===== config.mk =====
export PLATFORM = sky130hd
export DESIGN_NAME = pc_fetch_stage
export DESIGN_NICKNAME = d
export VERILOG_FILES = /design/src/rtl/pc_fetch_stage.sv
export SDC_FILE = /design/constraint.sdc
export NUM_CORES = 1
export LEC_CHECK = 0
export CORE_MARGIN = 3
export CORE_UTILIZATION = 56
export DETAILED_ROUTE_END_ITERATION = 10
export PLACE_DENSITY = 0.86
export SYNTH_ARGS = -nofsm -noshare
export SYNTH_HDL_FRONTEND = slang
export SYNTH_SLANG_ARGS = --single-unit

===== constraint.sdc =====
create_clock -name clk -period 11.32 [get_ports clk]
set_clock_uncertainty 0.1 [all_clocks]
set_input_delay 1.698 -clock clk [delete_from_list [all_inputs] [get_ports clk]]
set_output_delay 1.698 -clock clk [all_outputs]
set_load 0.02 [all_outputs]

===== src/rtl/pc_fetch_stage.sv =====
// Instruction-fetch stage: owns the PC, drives instruction-memory requests and fills IF/ID.
// Redirects flush IF/ID and the hold buffer. An unanswered request is drained before fetching resumes.
//
// state | meaning
// BOOT  | one idle cycle after reset, no request
// FETCH | request at pc; accepted data goes to IF/ID, or to the hold buffer when stalled
// HOLD  | accepted data parked while stalled, no request
// DRAIN | waiting out a request abandoned by a redirect
module pc_fetch_stage #(
  parameter int                ADDR_W   = 32,
  parameter int                INSTR_W  = 32,
  parameter logic [ADDR_W-1:0] RESET_PC = '0
) (
  input  logic               clk,
  input  logic               rst,
  input  logic               stall,
  input  logic               redirect_valid,
  input  logic [ADDR_W-1:0]  redirect_target,
  output logic               imem_req,
  output logic [ADDR_W-1:0]  imem_addr,
  input  logic               imem_ready,
  input  logic [INSTR_W-1:0] imem_rdata,
  output logic [ADDR_W-1:0]  pc,
  output logic               if_id_valid,
  output logic [INSTR_W-1:0] if_id_instr,
  output logic [ADDR_W-1:0]  if_id_pc,
  output logic [ADDR_W-1:0]  if_id_pc_plus4
);

  typedef enum logic [1:0] {S_BOOT, S_FETCH, S_HOLD, S_DRAIN} state_t;

  localparam logic [ADDR_W-1:0] FOUR = ADDR_W'(4);

  state_t              state_q, state_d;
  logic [ADDR_W-1:0]   pc_q, pc_d;
  logic [ADDR_W-1:0]   drain_addr_q, drain_addr_d;
  logic                if_id_valid_q, if_id_valid_d;
  logic [INSTR_W-1:0]  if_id_instr_q, if_id_instr_d;
  logic [ADDR_W-1:0]   if_id_pc_q, if_id_pc_d;
  logic [ADDR_W-1:0]   if_id_pc4_q, if_id_pc4_d;
  logic                hold_valid_q, hold_valid_d;
  logic [INSTR_W-1:0]  hold_instr_q, hold_instr_d;
  logic [ADDR_W-1:0]   hold_pc_q, hold_pc_d;
  logic [ADDR_W-1:0]   redir_pc;
  logic [ADDR_W-1:0]   pc_plus4;

  assign redir_pc = {redirect_target[ADDR_W-1:2], 2'b00};
  assign pc_plus4 = pc_q + FOUR;

  always_comb begin
    state_d       = state_q;
    pc_d          = pc_q;
    drain_addr_d  = drain_addr_q;
    if_id_valid_d = if_id_valid_q;
    if_id_instr_d = if_id_instr_q;
    if_id_pc_d    = if_id_pc_q;
    if_id_pc4_d   = if_id_pc4_q;
    hold_valid_d  = hold_valid_q;
    hold_instr_d  = hold_instr_q;
    hold_pc_d     = hold_pc_q;

    if (redirect_valid) begin
      if_id_valid_d = 1'b0;
      hold_valid_d  = 1'b0;
      pc_d          = redir_pc;
    end

    case (state_q)
      S_BOOT: state_d = S_FETCH;
      S_FETCH: begin
        if (redirect_valid) begin
          if (!imem_ready) begin
            state_d      = S_DRAIN;
            drain_addr_d = pc_q;
          end
        end else if (imem_ready) begin
          pc_d = pc_plus4;
          if (stall) begin
            hold_valid_d = 1'b1;
            hold_instr_d = imem_rdata;
            hold_pc_d    = pc_q;
            state_d      = S_HOLD;
          end else begin
            if_id_valid_d = 1'b1;
            if_id_instr_d = imem_rdata;
            if_id_pc_d    = pc_q;
            if_id_pc4_d   = pc_plus4;
          end
        end
      end
      S_HOLD: begin
        if (redirect_valid) begin
          state_d = S_FETCH;
        end else if (!stall) begin
          if_id_valid_d = hold_valid_q;
          if_id_instr_d = hold_instr_q;
          if_id_pc_d    = hold_pc_q;
          if_id_pc4_d   = hold_pc_q + FOUR;
          hold_valid_d  = 1'b0;
          state_d       = S_FETCH;
        end
      end
      S_DRAIN: begin
        // Returning data belongs to the abandoned path and is dropped.
        if (imem_ready) state_d = S_FETCH;
      end
      default: state_d = S_BOOT;
    endcase
  end

  always_ff @(posedge clk or posedge rst) begin
    if (rst) begin
      state_q       <= S_BOOT;
      pc_q          <= RESET_PC;
      drain_addr_q  <= '0;
      if_id_valid_q <= 1'b0;
      if_id_instr_q <= '0;
      if_id_pc_q    <= '0;
      if_id_pc4_q   <= '0;
      hold_valid_q  <= 1'b0;
      hold_instr_q  <= '0;
      hold_pc_q     <= '0;
    end else begin
      state_q       <= state_d;
      pc_q          <= pc_d;
      drain_addr_q  <= drain_addr_d;
      if_id_valid_q <= if_id_valid_d;
      if_id_instr_q <= if_id_instr_d;
      if_id_pc_q    <= if_id_pc_d;
      if_id_pc4_q   <= if_id_pc4_d;
      hold_valid_q  <= hold_valid_d;
      hold_instr_q  <= hold_instr_d;
      hold_pc_q     <= hold_pc_d;
    end
  end

  assign imem_req       = (state_q == S_FETCH) || (state_q == S_DRAIN);
  assign imem_addr      = (state_q == S_DRAIN) ? drain_addr_q : pc_q;
  assign pc             = pc_q;
  assign if_id_valid    = if_id_valid_q;
  assign if_id_instr    = if_id_instr_q;
  assign if_id_pc       = if_id_pc_q;
  assign if_id_pc_plus4 = if_id_pc4_q;

endmodule


* Word level (Yosys, flattened, before mapping) *
Cells that the tools add are included.

storage, ports and cells
  bits of input ports = 69
  word-level logic and storage cells = 79
  output and inout bits = 162
  bits in registers = 228

cells by class
  $add $sub $neg = 2
  eq/ne operators = 13
  reductions and logical operators = 7
  multiplexer cells = 45
  bitwise operators = 2

operator list
  kind                   number
  $mux 32                20
  $pmux 32 s2            3
  $add 32x3->32 const B  2
  $mux 2                 7
  $mux 1                 12
  $ne 2x2->1 const B     6
  $ne 3x3->1 const B     4
  $pmux 2 s4             1
  $reduce_and 6->1       1
  $reduce_and 5->1       1
  $eq 2x2->1 const B     2
  $pmux 1 s2             2
  $reduce_and 4->1       1
  $reduce_and 3->1       1
  $eq 2x1->1 const B     1
  $logic_not 2->1        1
  $not 1->1              2
  $reduce_bool 2->1      1
  $logic_or 1x1->1       1

* Logic depth before layout (Yosys ltp) *
Gate-level depths: netlist of the first run.

  depth after elaboration = 5
  depth in mapped cells = 10
  mapped depth without buffers = 7

* Worst setup path after synthesis of the first run *
OpenSTA, ideal clock, no wires.

  path kind = flip-flop to output port
  start point = reg state_q[1]
  end point = out imem_addr[10]
  buffers on the path = 2
  cell stages (with the launch flop) = 5
  setup slack = 7.921 ns
  arrival = 1.601 ns
  required time = 9.522 ns
  cells stage by stage = dfrtp_1 > ha_1 > clkbuf_1 > buf_1 > mux2_2

between the ends
  word-level cells in the longest chain between the ends = 2

ends and longest elaborated chain
  element                 line  source
  start, declared         34    state_t state_q, state_d;
  start signal, assigned  124   state_q <= state_d;
  $eq 2x2->1              138   assign imem_addr = (state_q == S_DRAIN) ? drain_addr_q : pc_q;
  $mux 32                 138
  end, declared           20    output logic [ADDR_W-1:0] imem_addr,

Every way passes these cells.

* Worst setup path in the final report of the first run *
  start point = reg state_q[1]
  end point = out imem_addr[28]

Same word-level chain as after synthesis.

==> reports/metrics.yaml, run 1 <==
start_util_pct: 57.6
cp-start-kind: "flip-flop"
grt_usage_pct: 26.6
dieArea_um2: 22000
synth_nets: 1130
die_w_um: 148
required_ns: 9.52
dp_cells: 1463
routedWlPerCell_um: 19.6
cts.sinks: 226
clk_pin_slew_ns: 0.06
io_buffer_count: 228
setup_violations: 0
worst_pin_slew_ns: 1.15
slew_viol_final: 0
ys_warn_count: 0
n_antenna_cell: 0
num-fill-cells: 1363
placement_rows: 51
post_synth.cell_area_avg_um2: 10.8
clk_latency_ns: 0.52
grt_pass1_wl_um: 47400
num_vias: 8720
area_growth_pct: 27.7
drc: 0
holdCritPathClass: "flip-flop to flip-flop"
globalplace.congestion: 0.868
ant_nets: 0
clock.fmax_mhz: 215
syn_inst: 1056
mostFrequentLayoutCells: "clkdlybuf4s50_1 (227), dfrtp_1 (226), nand2_1 (151), mux2_2 (119), o21ai_0 (112)"
dp_hpwl_um: 19100
p_leak_nw: 5.99
first_global_vias: 8874
first_iter_violations: 570
ios: 231
rsz0062_at_grt: "no"
async_flop_share_pct: 100
nets: 1299
period_share_pct: 41.1
synth-seq-cells: 226
postPlaceCellArea_um2: 13600
reg2reg_depth: 8
fin_crit_ns: 4.65
grt_max_degree: 151
path_cells: "ha_2, mux2_2, clkdlybuf4s50_1"
root_buffer: "clkbuf_16"
totalWireLength_um: 29500
ys_seq_area_share_pct: 49.8
cts-resized-gates: 0
crit_arrival_ns: 2.85
post_cts.repair.setup_buffers: 0
hold_buffers: 0
fin_area_um2: 14500
cts_htree_levels: 1
holdWs_ns: 0.378
tritoncts: "done"
critPathSlowestCell: "ha_2"
worstPathMaxFanout: 37
hold_path_depth: 2
netlist_area_um2: 11400
cp-end-kind: "primary output"
dominantRegCellSynth: "dfrtp_1"
clockBufferDepth: 3
stdcell_count: 1507
slowest_delay_ns: 0.91
die_y_um: 148
hold_violations: 0
drive_gt1_share_pct: 15.8
fin_util_pct: 73.6
setup_tns_ns: 0
slew_headroom_pct: 22.5
pwr_density_cell_nw_per_um2: 258
routed_via_density: 5.79
cap_violations: 0
antenna_found_initial: 1
max-vdd-ir-drop_v: 0.000154
synth_edf_count: 0
core_um2: 19700
synth_cell_types: 59
grt_overflow_total: 0
critPathKind: "flip-flop to primary output"
dr.pass1.iters: 5
numCtsBuffers: 25
outcome: "finished clean"
final_common_cell: "clkdlybuf4s50_1"
where the power goes:
group          leakage [nW]  switching [W]  internal [W]
registers              2.81       0.000269       0.00114
clock network         0.435       0.000332      0.000533
logic                  2.75       0.000736      0.000732
final cells by class:
class	instances	area, um^2	area share [%]
Tap cell	265	332	2.28
Multi-Input combinational cell	728	5300	36.5
Sequential cell	226	5660	39.0
Clock buffer	34	719	4.96
Clock inverter	10	150	1.03
Inverter	12	52.6	0.362
Timing Repair Buffer	232	2310	15.9
cells in the mapped netlist, drive strengths merged (2+ instances only):
cell type	n	share of area (%)
a21o	3	0.20
a21oi	9	0.40
a221oi	2	0.15
a22oi	3	0.20
and2	4	0.22
and3	7	0.39
and4	7	0.54
buf	35	1.8
clkbuf	55	1.8
dfrtp	226	50
ha	5	0.55
inv	12	0.40
mux2	119	12
mux2i	72	6.3
nand2	151	5.0
nand3	24	1.2
nand4	26	1.8
nor2	24	0.79
nor2b	3	0.17
nor3	21	1.2
nor3b	2	0.13
nor4	9	1.1
o211ai	6	0.40
o21a	2	0.13
o21ai	122	5.4
o221ai	10	0.83
o311a	2	0.18
or2	3	0.17
or3	4	0.22
or4	2	0.20
xnor2	32	2.5
xor2	42	3.2
through the flow:
step                      setup slack, ns  power [W]
after detailed placement             6.24    0.00288
after global routing                 6.45    0.00394
after CTS                            6.63    0.00376
final                                6.67    0.00374
after floorplan                      3.33    0.00222
after global placement               6.30    0.00282
state kept, by name (all words and copies together) (netlist names):
signal,flops
if_id_pc,32
if_id_instr,32
hold_valid_q,1
drain_addr_q,32
if_id_valid,1
hold_pc_q,32
state_q,2
hold_instr_q,32
if_id_pc_plus4,30
pc,32
critical path: cells and delay by family, from the launching register on:
kind       cells  cell delay (ns)
fa+ha+maj      1             0.91
buf+inv        1             0.57
flops          1             0.43
mux            1             0.43
cells by family (layout without fill, tap and decap cells):
| logic type | after synthesis | after routing | share of synthesized area [%] |
|---|---|---|---|
| AOI/OAI and AO/OA | 169 | 169 | 8.57 |
| xor gates and xnor gates | 74 | 74 | 5.70 |
| adders and majority gates | 5 | 5 | 0.551 |
| buffers and inverters | 102 | 288 | 3.96 |
| DFF | 226 | 226 | 49.8 |
| muxes | 191 | 191 | 18.1 |
| and+or+nand+nor | 289 | 289 | 13.3 |
path summary, 6_finish.rpt:
kind / start / endpoint / slack [ns]
worst max register to register: state_q[1]$_DFFE_PP0P_ / if_id_pc_plus4[21]$_DFFE_PP0P_ / 7.52
min in group asynchronous: rst / hold_instr_q[10]$_DFFE_PP0P_ / 1.67
max in group asynchronous: rst / if_id_pc[15]$_DFFE_PP0P_ / 7.89
worst min register to register: if_id_pc[9]$_DFFE_PP0P_ / if_id_pc[9]$_DFFE_PP0P_ / 0.38
worst max-delay path: state_q[1]$_DFFE_PP0P_ / imem_addr[28] / 6.67
worst min-delay path: if_id_pc[9]$_DFFE_PP0P_ / if_id_pc[9]$_DFFE_PP0P_ / 0.38
layer usage:
metal / routed length [um] / track usage [%]
met5: 7 / 0
met4: 878 / 7.62
met3: 2070 / 5.64
met2: 14600 / 44.7
met1: 11900 / 35.2
(Power assumes the default switching activity.)
==> run 2, diff against run 1 <==
- CORE_UTILIZATION: 56 -> 52
- PLACE_DENSITY: 0.86 -> 0.81
- clock period: 11.32 -> 4.9 ns (I/O delays scaled with it)
==> run 2 against run 1 <==
  * First-iteration DRC count up 5.4%
  * Setup slack got worse by 5.5 ns
  * Hold slack worse by 0.0026 ns
  * Utilization down 5.0 points
  * Sequential share of layout area down 0.12 points
  * Global-route usage decreased by 2.2 points
  * Cell count is 1.0% higher
  * Die area up 7.4%
  * Critical path depth unchanged
  * Combinational power grew 130%
  * Clock power increased by 130%
  * Critical endpoint is now imem_addr[31]
  * Highest routed layer unchanged
==> reports/metrics.yaml, run 2 (synthesis gave the netlist of run 1 again) <==
outcome: "finished clean"
reg2reg_depth: 8  # unchanged
numCtsBuffers: 25  # unchanged
die_w_um: 154  # +3.6%
post_cts.repair.setup_buffers: 0  # unchanged
rr_endpoint: "hold_valid_q$_DFF_PP0_"
cp-start-kind: "flip-flop"
antenna_found_initial: 1  # unchanged
hold_violations: 0  # unchanged
power_frac_clock_pct: 22.8  # -0.3 points
r2r_slack_ns: 1.90  # -5.62 ns
io_buffer_count: 228  # unchanged
drc: 0  # unchanged
clk_latency_ns: 0.51  # about the same
p_sw_share_pct: 35.4  # -0.35 points
grt_overflow_total: 0  # unchanged
fin_util_pct: 68.6  # -5.0 points
multiInputGateArea_um2: 5300  # unchanged
dp_hpwl_um: 19400  # +1.6%
period_share_pct: 75.6
wl_met1_um: 12200  # +2.2%
final_common_cell: "clkdlybuf4s50_1"
required_ns: 4.07  # -5.45 ns
placement_rows: 53  # +3.9%
wl_met3_um: 2100  # +1.5%
hold_buffers: 0  # unchanged
holdWs_ns: 0.375  # -0.00256 ns
root_buffer: "clkbuf_16"
routed_via_density: 5.70  # -1.6%
cp-startpoint: "state_q[1]$_DFFE_PP0P_"
area_growth_pct: 28.1
stdcell_count: 1522  # +1.0%
hold_start: "if_id_pc[11]$_DFFE_PP0P_"
p_leak_nw: 5.99  # +0.10%
ios: 231  # unchanged
p_int_w: 0.00554  # +130%
mostFrequentLayoutCells: "clkdlybuf4s50_1 (227), dfrtp_1 (226), nand2_1 (151), mux2_2 (119), o21ai_0 (112)"
slew_viol_final: 0  # unchanged
dieArea_um2: 23700  # +7.4%
cts_htree_levels: 1  # unchanged
clock.fmax_mhz: 270
grt_usage_pct: 24.4  # -2.2 points
clk_pin_slew_ns: 0.06  # about the same
seqPwrFrac_pct: 37.8  # +0.2 points
holdCritPathClass: "flip-flop to flip-flop"
cap_violations: 0  # unchanged
first_global_vias: 8735  # -1.6%
switchingPower_w: 0.00303  # +130%
start_util_pct: 53.5  # -4.1 points
globalplace.congestion: 0.809  # -6.8%
dp_cells: 1478  # +1.0%
register_area_um2: 5660  # unchanged
pwr_density_cell_nw_per_um2: 589  # +130%
tritoncts: "done"
hold_path_depth: 2  # unchanged
wl_met2_um: 14200  # -3.2%
drive_gt1_share_pct: 15.8  # +0.017 points
die_y_um: 154  # +3.6%
whs_endpoint: "if_id_pc[11]$_DFFE_PP0P_"
setup_violations: 0  # unchanged
grt_pass1_wl_um: 47300  # -0.13%
nets: 1304  # +0.38%
fin_crit_ns: 3.70
worstPathMaxFanout: 37  # unchanged
slew_headroom_pct: 22.7  # +0.23 points
num-fill-cells: 1610  # +18%
setup_tns_ns: 0  # unchanged
r2r-start: "state_q[1]$_DFFE_PP0P_"
first_iter_violations: 601  # +5.4%
totalWireLength_um: 29200  # -1.0%
cp-end-kind: "primary output"
max-vdd-ir-drop_v: 0.000463  # +200%
p_comb_share_pct: 39.4  # about the same
routedWlPerCell_um: 19.2  # -2.0%
ant_nets: 0  # unchanged
dr.pass1.iters: 5  # unchanged
clockBufferDepth: 3  # unchanged
grt_max_degree: 173  # +15%
crit_arrival_ns: 2.87  # +0.02 ns
critPathKind: "flip-flop to primary output"
cts-resized-gates: 0  # unchanged
routed.top_layer: "met5"
num_vias: 8670  # -0.57%
n_antenna_cell: 0  # unchanged
rsz0062_at_grt: "no"
worst_pin_slew_ns: 1.15  # -0.00349 ns
cts.sinks: 226  # unchanged
core_um2: 21200  # +7.6%
-- run 2: worst max path at each step --
| stage | endpoint | slack [ns] | cells after the start |
|---|---|---|---|
| 2_1_floorplan | drain_addr_q[0]$_DFFE_PP0P_ | 1.11 | 1 |
| 3_3_place_gp | hold_valid_q$_DFF_PP0_ | 1.61 | 7 |
| 3_5_place_dp | hold_valid_q$_DFF_PP0_ | 1.54 | 7 |
| 4_1_cts | imem_addr[28] | 1.19 | 3 |
| 5_1_grt | imem_addr[31] | 1.03 | 3 |
| 6_report | imem_addr[31] | 1.20 | 3 |
-- run 2: power groups by stage --
| stage | combinational (W) | sequential, W | clock (W) |
|---|---|---|---|
| 2_1_floorplan | 0.00159 | 0.00354 | 0 |
| 3_3_place_gp | 0.00332 | 0.00321 | 0 |
| 3_5_place_dp | 0.00340 | 0.00326 | 0 |
| 4_1_cts | 0.00341 | 0.00324 | 0.00198 |
| 5_1_grt | 0.00364 | 0.00335 | 0.00206 |
| 6_report | 0.00338 | 0.00324 | 0.00195 |
-- run 2: worst max-delay path, stage by stage, from the launching register on --
cell,delay [ns]
dfrtp_1,0.42
ha_2,0.92
o21ai_0,0.38
clkdlybuf4s50_1,0.63
-- run 2: cell type report --
cell class | instances | area share (%)
tap | 275 | 2.36
clock inverter | 4 | 0.653
clock buffer | 40 | 5.23
inverter | 12 | 0.335
sequential | 226 | 38.8
multi-input combinational | 728 | 36.4
timing repair buffer | 237 | 16.2
-- run 2: metal layers --
layer | track usage, % | vias up
li1 | - | 4043
met1 | 33.0 | 4283
met2 | 40.2 | 292
met3 | 5.26 | 50
met4 | 6.69 | 2
met5 | 0 | -
-- run 2: metrics by stage --
step	setup slack [ns]	cell area (um^2)	total power [W]
final	1.20	14600	0.00857
after floorplan	1.11	11400	0.00513
after global placement	1.61	13700	0.00653
after global routing	1.03	14600	0.00905
after CTS	1.19	14600	0.00864
after detailed placement	1.54	13700	0.00666
==> run 3, diff against run 2 <==
- CORE_UTILIZATION: 52 -> 47
- PLACE_DENSITY: 0.81 -> 0.77
- clock period: 4.9 -> 3.4 ns (I/O delays scaled with it)
==> run 3 against run 2 <==
  * Via count rose by 1.8%
  * Setup slack got worse by 0.92 ns
  * Design area rose by 1.6%
  * Wire length is 4.3% higher
  * Combinational power is 46% higher
  * Hold slack worse by 0.060 ns
  * Power up 44%
  * Sequential power increased by 45%
  * Largest cell class unchanged
==> reports/metrics.yaml, run 3 (synthesis gave the netlist of run 1 again) <==
outcome: "finished clean"
max-vdd-ir-drop_v: 0.000562  # +21%
numCtsBuffers: 25  # unchanged
setup_violations: 0  # unchanged
die_y_um: 161  # +5.0%
mostFrequentLayoutCells: "clkdlybuf4s50_1 (227), dfrtp_1 (226), nand2_1 (151), mux2_2 (119), o21ai_0 (112)"
dr.pass1.iters: 5  # unchanged
hold_violations: 0  # unchanged
clock.fmax_mhz: 320
cts.sinks: 226  # unchanged
holdCritPathClass: "primary input to async pin"
num-fill-cells: 1881  # +17%
reg2reg_depth: 6  # -2
slew_headroom_pct: 43.1  # +20 points
drive_gt1_share_pct: 17.3  # +1.5 points
grt_overflow_total: 0  # unchanged
rsz0062_at_grt: "no"
grt_max_degree: 71  # -59%
hold_buffers: 0  # unchanged
clockBufferDepth: 3  # unchanged
nets: 1323  # +1.5%
ios: 231  # unchanged
period_share_pct: 91.9
root_buffer: "clkbuf_16"
dieArea_um2: 26100  # +10%
antenna_found_initial: 2  # +1
dp_hpwl_um: 20900  # +7.7%
final_common_cell: "clkdlybuf4s50_1"
crit_arrival_ns: 2.51  # -0.36 ns
worst_pin_slew_ns: 0.853  # -0.298 ns
worstPathMaxFanout: 18  # -51%
required_ns: 2.79  # -1.28 ns
cap_violations: 0  # unchanged
io_buffer_count: 228  # unchanged
fin_util_pct: 62.7  # -5.9 points
p_leak_nw: 6.10  # +1.9%
r2r-start: "pc[3]$_DFF_PP0_"
rr_endpoint: "if_id_pc_plus4[30]$_DFFE_PP0P_"
cts_htree_levels: 1  # unchanged
core_um2: 23600  # +11%
placement_rows: 56  # +5.7%
r2r_slack_ns: 0.69  # -1.21 ns
grt_pass1_wl_um: 48800  # +3.2%
routedWlPerCell_um: 19.2  # about the same
clk_latency_ns: 0.52  # about the same
cp-end-kind: "primary output"
holdWs_ns: 0.315  # -0.0603 ns
tritoncts: "done"
die_w_um: 161  # +5.0%
area_growth_pct: 30.2
start_util_pct: 48.1  # -5.4 points
grt_usage_pct: 22.9  # -1.5 points
fin_crit_ns: 3.12
first_iter_violations: 527  # -12%
totalWireLength_um: 30500  # +4.3%
routed_via_density: 5.56  # -2.4%
clk_pin_slew_ns: 0.06  # about the same
first_global_vias: 9046  # +3.6%
num_vias: 8828  # +1.8%
pwr_density_cell_nw_per_um2: 837  # +42%
slew_viol_final: 0  # unchanged
critPathKind: "flip-flop to primary output"
drc: 0  # unchanged
ant_nets: 0  # unchanged
globalplace.congestion: 0.814  # +0.68%
cp-start-kind: "flip-flop"
[run 3: changes by cell type in the layout (fill, tap and decap cells not counted), sizes merged]
cell,previous run,this run
inv,11,13
buf,10,29
diode,0,1
bufinv,3,2
clkbuf,40,37
clkinv,1,5
[run 3: how the worst max path moves through the flow]
stage                      startpoint                           to  slack (ns)
6_report       state_q[1]$_DFFE_PP0P_                imem_addr[25]        0.28
5_1_grt        state_q[1]$_DFFE_PP0P_                imem_addr[23]        0.16
4_1_cts        state_q[1]$_DFFE_PP0P_                imem_addr[19]        0.05
3_5_place_dp   state_q[1]$_DFFE_PP0P_                 imem_addr[0]        0.61
3_3_place_gp   state_q[1]$_DFFE_PP0P_                 imem_addr[0]        0.64
2_1_floorplan                     rst  drain_addr_q[0]$_DFFE_PP0P_       -0.16
[run 3: worst max-delay path, cell delays in order (launching register included)]
cell             delay [ns]
dfrtp_1                0.46
ha_4                   0.35
buf_4                  0.28
mux2_2                 0.36
clkdlybuf4s50_1        0.54
[run 3: timing repair]
item                                    4_1_cts  5_1_grt
gates resized for setup                       0        1
setup buffers                                 0        0
endpoints found under the setup margin        0       10
[run 3: report_power, final]
group	total [W]	switching (W)	internal, W
Clock	0.00274	0.00110	0.00164
Combinational	0.00495	0.00245	0.00249
Sequential	0.00469	0.000902	0.00379
Total	0.0124	0.00446	0.00792
[run 3: final cells by class]
| cell class | count | area (um^2) | share of cell area [%] |
|---|---|---|---|
| Clock inverter | 9 | 103 | 0.693 |
| Sequential cell | 226 | 5660 | 38.2 |
| Multi-Input combinational cell | 728 | 5310 | 35.9 |
| Tap cell | 319 | 399 | 2.70 |
| Timing Repair Buffer | 256 | 2550 | 17.2 |
| Antenna cell | 1 | 2.50 | 0.0169 |
| Clock buffer | 37 | 731 | 4.94 |
| Inverter | 12 | 48.8 | 0.330 |
[run 3: per-layer routing]
layer  vias to the layer above  track usage (%)  wire length, um
li1                       4096                -                -
met1                      4372             30.2            12700
met2                       306             38.8            14800
met3                        52             4.92             2220
met4                         2             5.94              655
met5                         -                0               13
[run 3: stage by stage]
step	cells	TNS, ns	power (W)	worst slack, ns	cell area (um^2)
floorplan	1056	-36.61	0.00739	-0.162	11400
global placement	1541	0	0.00949	0.638	13900
detailed placement	1541	0	0.00968	0.610	13900
CTS	1587	0	0.0125	0.0528	14800
global route	1587	0	0.0131	0.157	14800
finish	1588	0	0.0124	0.277	14800
